===== src/rtl/fir_mac_sequencer.sv =====
// fir_mac_sequencer
//   Control sequencer for a time-multiplexed single-MAC FIR datapath. It clears
//   the circular sample buffer after reset. It accepts one sample word per
//   handshake and writes that word into the buffer. It then steps the buffer and
//   the coefficient ROM through TAPS products on the MAC, waits out the MAC
//   pipeline and offers the result downstream. It drives only addresses and
//   strobes; no sample or coefficient data passes through it.
//
//   Handshakes: both sides use strict valid/ready. A transfer happens in any
//   cycle where valid and ready are both 1 at the rising clock edge.
//     input side : i_din_valid / o_ready (o_ready only in IDLE, gated by i_en)
//     output side: o_dout_valid / i_ready (o_dout_valid held until consumed;
//                  a consume needs i_en=1)
//
// Ports
//   i_clk, i_rst       clock, synchronous active-high reset
//   i_en               global enable (0 = stall, except during CLEAR)
//   i_din_valid        upstream has a sample word
//   o_ready            sequencer accepts a sample this cycle
//   o_wr_en            sample buffer write strobe
//   o_wr_zero          write zero instead of the input word (buffer clear)
//   ov_wr_addr         sample buffer write address
//   ov_smp_addr        sample buffer read address
//   ov_coef_addr       coefficient ROM read address
//   o_acc_en           MAC accepts a product this cycle
//   o_acc_clr          MAC loads instead of accumulating (first tap)
//   o_dout_valid       MAC result valid downstream
//   i_ready            downstream consumes the result
//   o_busy             1 in any state other than IDLE
//   ov_dbg_state       current FSM state encoding (debug)
module fir_mac_sequencer #(
  parameter int TAPS    = 16,
  parameter int MAC_LAT = 2
) (
  input  logic                      i_clk,
  input  logic                      i_rst,
  input  logic                      i_en,
  input  logic                      i_din_valid,
  output logic                      o_ready,
  output logic                      o_wr_en,
  output logic                      o_wr_zero,
  output logic [$clog2(TAPS)-1:0]   ov_wr_addr,
  output logic [$clog2(TAPS)-1:0]   ov_smp_addr,
  output logic [$clog2(TAPS)-1:0]   ov_coef_addr,
  output logic                      o_acc_en,
  output logic                      o_acc_clr,
  output logic                      o_dout_valid,
  input  logic                      i_ready,
  output logic                      o_busy,
  output logic [2:0]                ov_dbg_state
);

  localparam int ADDR_W = $clog2(TAPS);
  localparam int DW     = (MAC_LAT > 1) ? $clog2(MAC_LAT) : 1;
  localparam logic [ADDR_W-1:0] LAST = ADDR_W'(TAPS - 1);

  typedef enum logic [2:0] {
    S_CLEAR = 3'd0,
    S_IDLE  = 3'd1,
    S_MAC   = 3'd2,
    S_DRAIN = 3'd3,
    S_HOLD  = 3'd4
  } state_t;

  state_t            state, state_nx;
  logic [ADDR_W-1:0] head, head_nx;   // next write slot
  logic [ADDR_W-1:0] k, k_nx;         // tap index / clear index
  logic [ADDR_W-1:0] smp_q, smp_nx;   // read address; loaded with the newest slot
  logic [ADDR_W-1:0] coef_q, coef_nx;
  logic [ADDR_W-1:0] wr_q, wr_nx;     // last write address, held outside CLEAR/IDLE
  logic [DW-1:0]     drn, drn_nx;     // MAC pipeline drain counter

  always_ff @(posedge i_clk) begin
    if (i_rst) begin
      state  <= S_CLEAR;
      head   <= '0;
      k      <= '0;
      smp_q  <= '0;
      coef_q <= '0;
      wr_q   <= '0;
      drn    <= '0;
    end else begin
      state  <= state_nx;
      head   <= head_nx;
      k      <= k_nx;
      smp_q  <= smp_nx;
      coef_q <= coef_nx;
      wr_q   <= wr_nx;
      drn    <= drn_nx;
    end
  end

  always_comb begin
    state_nx  = state;
    head_nx   = head;
    k_nx      = k;
    smp_nx    = smp_q;
    coef_nx   = coef_q;
    wr_nx     = wr_q;
    drn_nx    = drn;
    o_ready   = 1'b0;
    o_wr_en   = 1'b0;
    o_wr_zero = 1'b0;
    o_acc_en  = 1'b0;
    o_acc_clr = 1'b0;

    case (state)
      S_CLEAR: begin
        // Held-off while reset is still asserted so the reset cycles show
        // only o_busy; the clear itself ignores i_en.
        if (!i_rst) begin
          o_wr_en   = 1'b1;
          o_wr_zero = 1'b1;
          wr_nx     = k;
          if (k == LAST) begin
            k_nx     = '0;
            state_nx = S_IDLE;
          end else begin
            k_nx = k + 1'b1;
          end
        end
      end

      S_IDLE: begin
        o_ready = i_en;
        if (i_en && i_din_valid) begin
          o_wr_en  = 1'b1;
          wr_nx    = head;
          // The slot just written is the newest sample: tap 0 reads it.
          smp_nx   = head;
          coef_nx  = '0;
          k_nx     = '0;
          head_nx  = (head == LAST) ? '0 : head + 1'b1;
          state_nx = S_MAC;
        end
      end

      S_MAC: begin
        if (i_en) begin
          o_acc_en  = 1'b1;
          o_acc_clr = (k == '0);
          if (k == LAST) begin
            k_nx     = '0;
            drn_nx   = '0;
            state_nx = (MAC_LAT == 0) ? S_HOLD : S_DRAIN;
          end else begin
            k_nx    = k + 1'b1;
            coef_nx = k + 1'b1;
            // Walk backwards through the circular buffer; explicit wrap so
            // TAPS need not be a power of two.
            smp_nx  = (smp_q == '0) ? LAST : smp_q - 1'b1;
          end
        end
      end

      S_DRAIN: begin
        if (i_en) begin
          if (drn == DW'(MAC_LAT - 1)) begin
            drn_nx   = '0;
            state_nx = S_HOLD;
          end else begin
            drn_nx = drn + 1'b1;
          end
        end
      end

      S_HOLD: begin
        if (i_en && i_ready) state_nx = S_IDLE;
      end

      default: state_nx = S_CLEAR;
    endcase
  end

  always_comb begin
    case (state)
      S_CLEAR: ov_wr_addr = k;
      S_IDLE:  ov_wr_addr = head;
      default: ov_wr_addr = wr_q;
    endcase
  end

  assign ov_smp_addr  = smp_q;
  assign ov_coef_addr = coef_q;
  assign o_dout_valid = (state == S_HOLD);
  assign o_busy       = (state != S_IDLE);
  assign ov_dbg_state = state;

endmodule


===== config.mk =====
export PLATFORM = sky130hd
export DESIGN_NAME = fir_mac_sequencer
export DESIGN_NICKNAME = d
export VERILOG_FILES = /design/src/rtl/fir_mac_sequencer.sv
export SDC_FILE = /design/constraint.sdc
export NUM_CORES = 1
export LEC_CHECK = 0
export CAP_MARGIN = 15
export CELL_PAD_IN_SITES_DETAIL_PLACEMENT = 2
export CELL_PAD_IN_SITES_GLOBAL_PLACEMENT = 2
export CORE_MARGIN = 2
export CORE_UTILIZATION = 36
export CTS_BUF_LIST = sky130_fd_sc_hd__clkbuf_16
export DETAILED_ROUTE_END_ITERATION = 16
export DONT_BUFFER_PORTS = 1
export PLACE_DENSITY_LB_ADDON = 0.1
export SYNTH_ARGS = -nofsm -noshare
export SYNTH_HDL_FRONTEND = slang
export SYNTH_SLANG_ARGS = --single-unit
export TNS_END_PERCENT = 20

===== constraint.sdc =====
create_clock -name i_clk -period 2.1 [get_ports i_clk]
set_clock_uncertainty 0.1 [all_clocks]
set_input_delay 0.315 -clock i_clk [delete_from_list [all_inputs] [get_ports i_clk]]
set_output_delay 0.315 -clock i_clk [all_outputs]
set_load 0.02 [all_outputs]

# Yosys cells after proc, flatten, opt, wreduce, memory -nomap -nowiden
# Index checks and enable logic that the tools add are counted.
# totals
regBits	24
# classes
n_eq_ne	15
reduce_logical	15
muxes	37
n_addsub	4
# op_table
operator	count
$mux 4	10
$pmux 4 s2	4
$mux 3	7
$pmux 3 s5	1
$ne 2x2->1 const B	7
$mux 1	12
$pmux 4 s3	1
$add 4x1->4 const B	2
$eq 4x4->1 const B	2
$logic_not 4->1	2
$reduce_and 4->1	2
$reduce_and 7->1	1
$eq 3x2->1 const B	2
$reduce_bool 2->1	3
$pmux 1 s2	2
$reduce_and 2->1	2
$sub 4x1->4 const B	1
$eq 3x1->1 const B	1
$eq 3x3->1 const B	1
$logic_not 3->1	1
$ne 3x1->1 const B	1
$reduce_and 3->1	1
$reduce_bool 3->1	1
$logic_and 1x1->1	2
2 further kinds	2

# Depth between registers and ports, before layout
# Gate-level depths: netlist of run 1.
# logic_depth
word_depth	5
mapped_depth	6
mapped_depth_nobuf	6

# Least setup slack after synthesis of run 1
# Ideal clock, no wire load.
# synth_timing
path_type	reg2out
startpoint	reg state[1] (netlist: ov_dbg_state[1])
endpoint	out o_wr_en
path_buffers	1
slack_ps	12
required_ps	1685
arrival_time_ps	1673
path_stages_with_launch	4
path_cell_list	dfxtp_1 -> buf_4 -> nor4_1 -> nand2b_1
# synth_between
elab_chain_len	2
word_cells_on_any_way	3
# synth_rtl
element	line	text
from (decl)	65	state_t state, state_nx;
from (signal assigned)	83	state <= state_nx;
$eq 3x1->1 / $logic_not 3->1 (equally long branches)	107	case (state)
$pmux 1 s2 *	107	
to (decl)	40	output logic o_wr_en,
# Mark *: on every way between the ends. The rest lies on a longest branch, timed or not.

# Final worst setup path of run 1
# Ends and elaborated chain as after synthesis.

==> run summary, run 1 <==
status: complete, no violations
CTS clk-pin slew, worst paths: 0.06 ns
Crit Path Max Fanout: 12
fmax: 503 MHz
Max Slew Vio Count: 0
pre-CTS setup slack: 0.226 ns
WL final: 4640 µm
max cap viols: 0
Arrival @ worst endpoint: 1.57 ns
GRT overflow: 0
pin count of the biggest net entering global routing: 25
GPL Wtd Cong: 0.735
Die Span X: 67.1 µm
Setup crit start kind: register
die area: 0.00450 mm²
RSZ-0062 raised after global routing: no
area share of the largest cell type after synthesis: 33.5%
Critical Path End Type: output port
Initial DRC Count: 61
commonest non-fill, non-tap cells in the layout: dfxtp_1, nor2_1, nand2_1
placed insts: 221
row count: 22
GRT met3 Usage: 4.56%
Fillers: 435
relative slew slack: 62.3%
met2 usage: 41.2%
Leakage: 0.603 nW
Mapped Area: 0.00143 mm²
Final #Nets: 190
die height: 67.1 µm
setup ws final: 0.111 ns
Pre-antenna DRT Iters: 4
Fin Setup TNS: 0 ns
syn_nets: 179
design area: 0.00163 mm²
Antenna Cells: 0
P per Cell Area: 585 mW/mm²
Post-DP HPWL: 3460 µm
fin crit share: 94.7%
I/O Pins: 27
initial antenna violation count: 0
worst slew pin tran: 0.561 ns
Synth cell types: 53
GRT Util Overall: 23.9%
Detail Route Antenna Nets: 0
commonest non-fill, non-tap cell in the layout: dfxtp_1
Seq/Total Area, Yosys: 33.5%
Max Root-Sink Buffers: 2
# H-tree levels: 1
Syn Area/Cell: 8.43 µm²
Cells after Synth: 170
Tmin final: 1.99 ns
Post-synth EDFFs: 0
CTS tree: yes
endpoints failing hold: 0
fraction of layout cells with a size suffix above 1: 17.9%
Area contributors post-synth: dfxtp_1, mux2i_1, nor2_1
WL/cell: 20.5 µm
placed cell area: 0.00153 mm²
worst skew pair latency: 0.26 ns
Area Growth Syn to Fin: 14.1%
first-pass GRT wire length: 7920 µm
TritonCTS Sinks: 24
initial core utilization: 38.3%
port bufs: 0
Clock Root Buffer: clkbuf_16
HP Class: in2reg
peak supply drop: 259 µV
Final Non-Filler Cells: 227
vias in the first global route: 1,507
setup violators final: 0
Primary FF master, synth: dfxtp_1
critical path start-end classification: reg2out
total vias in the final route: 1,321
peak-usage layer in the global routing report: met2
yosys warns: 0
CTS buffer count: 3
overall power: 0.956 mW
DR vias/cell: 5.82
M1 GR Usage: 29.1%
largest area contributor in the netlist: dfxtp_1
data required time at the worst endpoint: 1.68 ns
drt drc: 0
ys async rst share: 0%
Yosys reg bits: 24
core area: 0.00374 mm²
[synth_stat cells, types with 2 or more instances]
master     number
dfxtp_1        24
nor2_1         19
nand2_1        17
a21oi_1         9
inv_1           9
mux2i_1         8
o21ai_0         8
buf_2           6
a22o_1          4
ha_1            4
nand3_1         4
nor3_1          4
a311oi_1        3
nand4_1         3
a2111oi_2       2
a211oi_1        2
a32o_1          2
and3_1          2
nor3b_1         2
nor4_1          2
o21ai_1         2
or4_1           2
xor2_1          2
[stage by stage]
step                      hold WS [ns]  utilization [%]
after floorplan                  0.368                -
after global placement           0.287             41.0
after detailed placement         0.292             41.0
after CTS                       0.0169             43.0
after global routing            0.0130             43.6
final                           0.0179             43.6
[metal layers]
metal	up-vias	share of wire [%]
met1	649	45
met3	9	4.8
li1	634	-
met2	29	49
met4	0	1.7
met5	-	0
[repair_timing]
action,in CTS,in global routing
buffers inserted,0,3
gates cloned,0,0
hold buffers,0,0
gates resized for setup,1,0
setup endpoints to repair,1,2
[worst max-delay path, cell delays in order (launching register included)]
cell and delay (ns):
dfxtp_1 0.43, nor4_1 0.58, nand2b_1 0.30
[cells by family (layout without fill, tap and decap cells)]
kind of cell | Yosys count | in the layout | share of synthesized area (%)
AO/OA/AOI/OAI | 42 | 42 | 22.1
AND/OR/NAND/NOR | 68 | 68 | 26.1
flip-flops | 24 | 24 | 33.5
adder cells (fa/ha/maj) | 4 | 4 | 3.49
XOR/XNOR | 3 | 3 | 1.83
multiplexers | 9 | 9 | 6.38
buffers and inverters | 20 | 29 | 6.55
[cell type report]
| type | instances | area, µm² | share of cell area, % |
|---|---|---|---|
| multi-input cells | 126 | 861 | 52.7 |
| flip-flops and latches | 24 | 480 | 29.4 |
| repair buffers | 16 | 120 | 7.35 |
| clock buffers | 3 | 75.1 | 4.59 |
| well taps | 48 | 60.1 | 3.68 |
| inverters | 10 | 37.5 | 2.30 |
[where the power goes]
| part | leakage (nW) | total [mW] | switching, mW | internal, mW |
|---|---|---|---|---|
| Clock | 0.0370 | 0.423 | 0.170 | 0.253 |
| Combinational | 0.372 | 0.0604 | 0.0346 | 0.0259 |
| Sequential | 0.194 | 0.473 | 0.00993 | 0.463 |
| Total | 0.603 | 0.956 | 0.215 | 0.741 |
[flip-flops by register name (all words and copies together) (netlist names)]
register      cells
ov_dbg_state      3
wr_q              4
ov_coef_addr      4
k                 4
head              4
drn               1
ov_smp_addr       4
[final timing paths]
path,from,endpoint,slack [ns],cells past startpoint
worst min-delay path,i_rst,drn,0.02,1
worst min register to register,drn,drn,0.39,2
worst max register to register,ov_dbg_state[2],ov_coef_addr[0],0.19,4
worst max-delay path,ov_dbg_state[1],o_wr_en,0.11,2
No activity file was read; power rests on OpenSTA's default activity.
==> inputs of run 2 (changes only) <==
CORE_MARGIN = 3   (was 2)
==> run 2 against run 1 <==
Net effect:
- clock-buffer cell count stayed put
- critical path depth is 1 higher
- die area is 6.1% higher
- cell area is 0.38% higher
- clock power hardly changed
- sequential share of layout area hardly changed
- setup slack worse by 0.056 ns
- sequential cell count stayed put
- via count is 2.6% higher
- critical path type unchanged
- critical endpoint unchanged
- largest power group unchanged
==> run summary, run 2 (synthesized netlist as in run 1, its figures left out) <==
WL final: 4590 µm
Detail Route Antenna Nets: 0
I/O Pins: 27
Arrival @ worst endpoint: 1.63 ns
placed insts: 222
Crit Path Max Fanout: 20
R2R depth: 6
core area: 0.00374 mm²
Core Util, Final: 43.8%
Setup crit start kind: register
Max Root-Sink Buffers: 2
CTS buffer count: 3
commonest non-fill, non-tap cells in the layout: dfxtp_1, nor2_1, nand2_1
hold bufs inserted after CTS: 0
total vias in the final route: 1,356
Post-DP HPWL: 3290 µm
Critical Path End Type: output port
Worst R2R End: head[3]
setup violators final: 0
Pre-antenna DRT Iters: 4
WL/cell: 20.1 µm
relative slew slack: 60.1%
GRT overflow: 0
endpoints failing hold: 0
placed cell area: 0.00154 mm²
Antenna Cells: 0
port bufs: 0
worst skew pair latency: 0.26 ns
max cap viols: 0
Die Span X: 69.1 µm
die area: 0.00477 mm²
vias in the first global route: 1,458
critical path start-end classification: reg2out
Max Slew Vio Count: 0
pin count of the biggest net entering global routing: 25
Leakage: 0.606 nW
design area: 0.00164 mm²
# H-tree levels: 1
P per Cell Area: 582 mW/mm²
initial core utilization: 38.3%
GPL Wtd Cong: 0.788
Clock Root Buffer: clkbuf_16
fmax: 489 MHz
R2R setup slack: 0.27 ns
worst slew pin tran: 0.599 ns
CP startpoint: ov_dbg_state[0]
fin crit share: 97.4%
Hold Startpoint: i_rst
commonest non-fill, non-tap cell in the layout: dfxtp_1
Fin Setup TNS: 0 ns
CTS clk-pin slew, worst paths: 0.06 ns
TritonCTS Sinks: 24
Worst Hold Path Cells: 1
CTS tree: yes
die height: 69.1 µm
Tmin final: 2.05 ns
R2R Path Start: ov_dbg_state[1]
Final #Nets: 190
Area Growth Syn to Fin: 14.5%
HP Class: in2reg
data required time at the worst endpoint: 1.68 ns
Initial DRC Count: 87
Final Non-Filler Cells: 228
row count: 22
drt drc: 0
peak supply drop: 273 µV
fraction of layout cells with a size suffix above 1: 18.9%
GRT Util Overall: 19.4%
initial antenna violation count: 0
hold worst-path end: ov_dbg_state[2]
status: complete, no violations
DR vias/cell: 5.95
RSZ-0062 raised after global routing: yes
first-pass GRT wire length: 7580 µm
## run 2: cell types whose count changed in the layout (fill, tap and decap cells not counted), sizes merged
| cell | before | now |
|---|---|---|
| clkinv | 1 | 2 |
## run 2: per-layer routing
layer,vias up,wire [µm],share of wire [%],GRT usage (%)
li1,637,-,-,-
met1,683,2030,44,24.0
met2,29,2290,50,33.7
met3,7,212,4.6,4.37
met4,0,62,1.3,4.77
met5,-,0,0,0
## run 2: power by group
part | total, mW | internal (mW) | switching [mW]
registers | 0.473 | 0.463 | 0.00968
logic | 0.0598 | 0.0256 | 0.0343
clock network | 0.421 | 0.255 | 0.167
## run 2: worst max-delay path by stage
stage,endpoint,slack [ns],cells past startpoint
after floorplan,o_wr_en,0.01,3
after global placement,k[2],0.28,4
after detailed placement,k[2],0.24,4
after CTS,o_ready,0.002,5
after global routing,o_wr_en,-0.04,3
final,o_wr_en,0.05,3
## run 2: cell type report
cell class | instances | area [µm²]
Clock buffer | 3 | 75.1
Clock inverter | 1 | 3.75
Multi-Input combinational cell | 126 | 861
Tap cell | 48 | 60.1
Inverter | 10 | 37.5
Sequential cell | 24 | 483
Fill cell | 431 | 2100
Timing Repair Buffer | 16 | 120
## run 2: timing repair
item | 4_1_cts | 5_1_grt
buffers inserted | 0 | 2
resized for setup | 0 | 3
endpoints found under the setup margin | 0 | 6
## run 2: metrics by stage
stage	power [mW]	hold WS, ns	setup WS (ns)
2_1_floorplan	0.530	0.368	0.0119
3_3_place_gp	0.541	0.288	0.282
3_5_place_dp	0.544	0.291	0.244
4_1_cts	0.968	0.0150	0.00178
5_1_grt	0.998	0.00736	-0.0351
6_report	0.954	0.0157	0.0543
## run 2: critical path: stages, from the launching register on
cell and delay (ns):
dfxtp_1 0.32, buf_4 0.22, nor4_1 0.53, nand2b_1 0.30
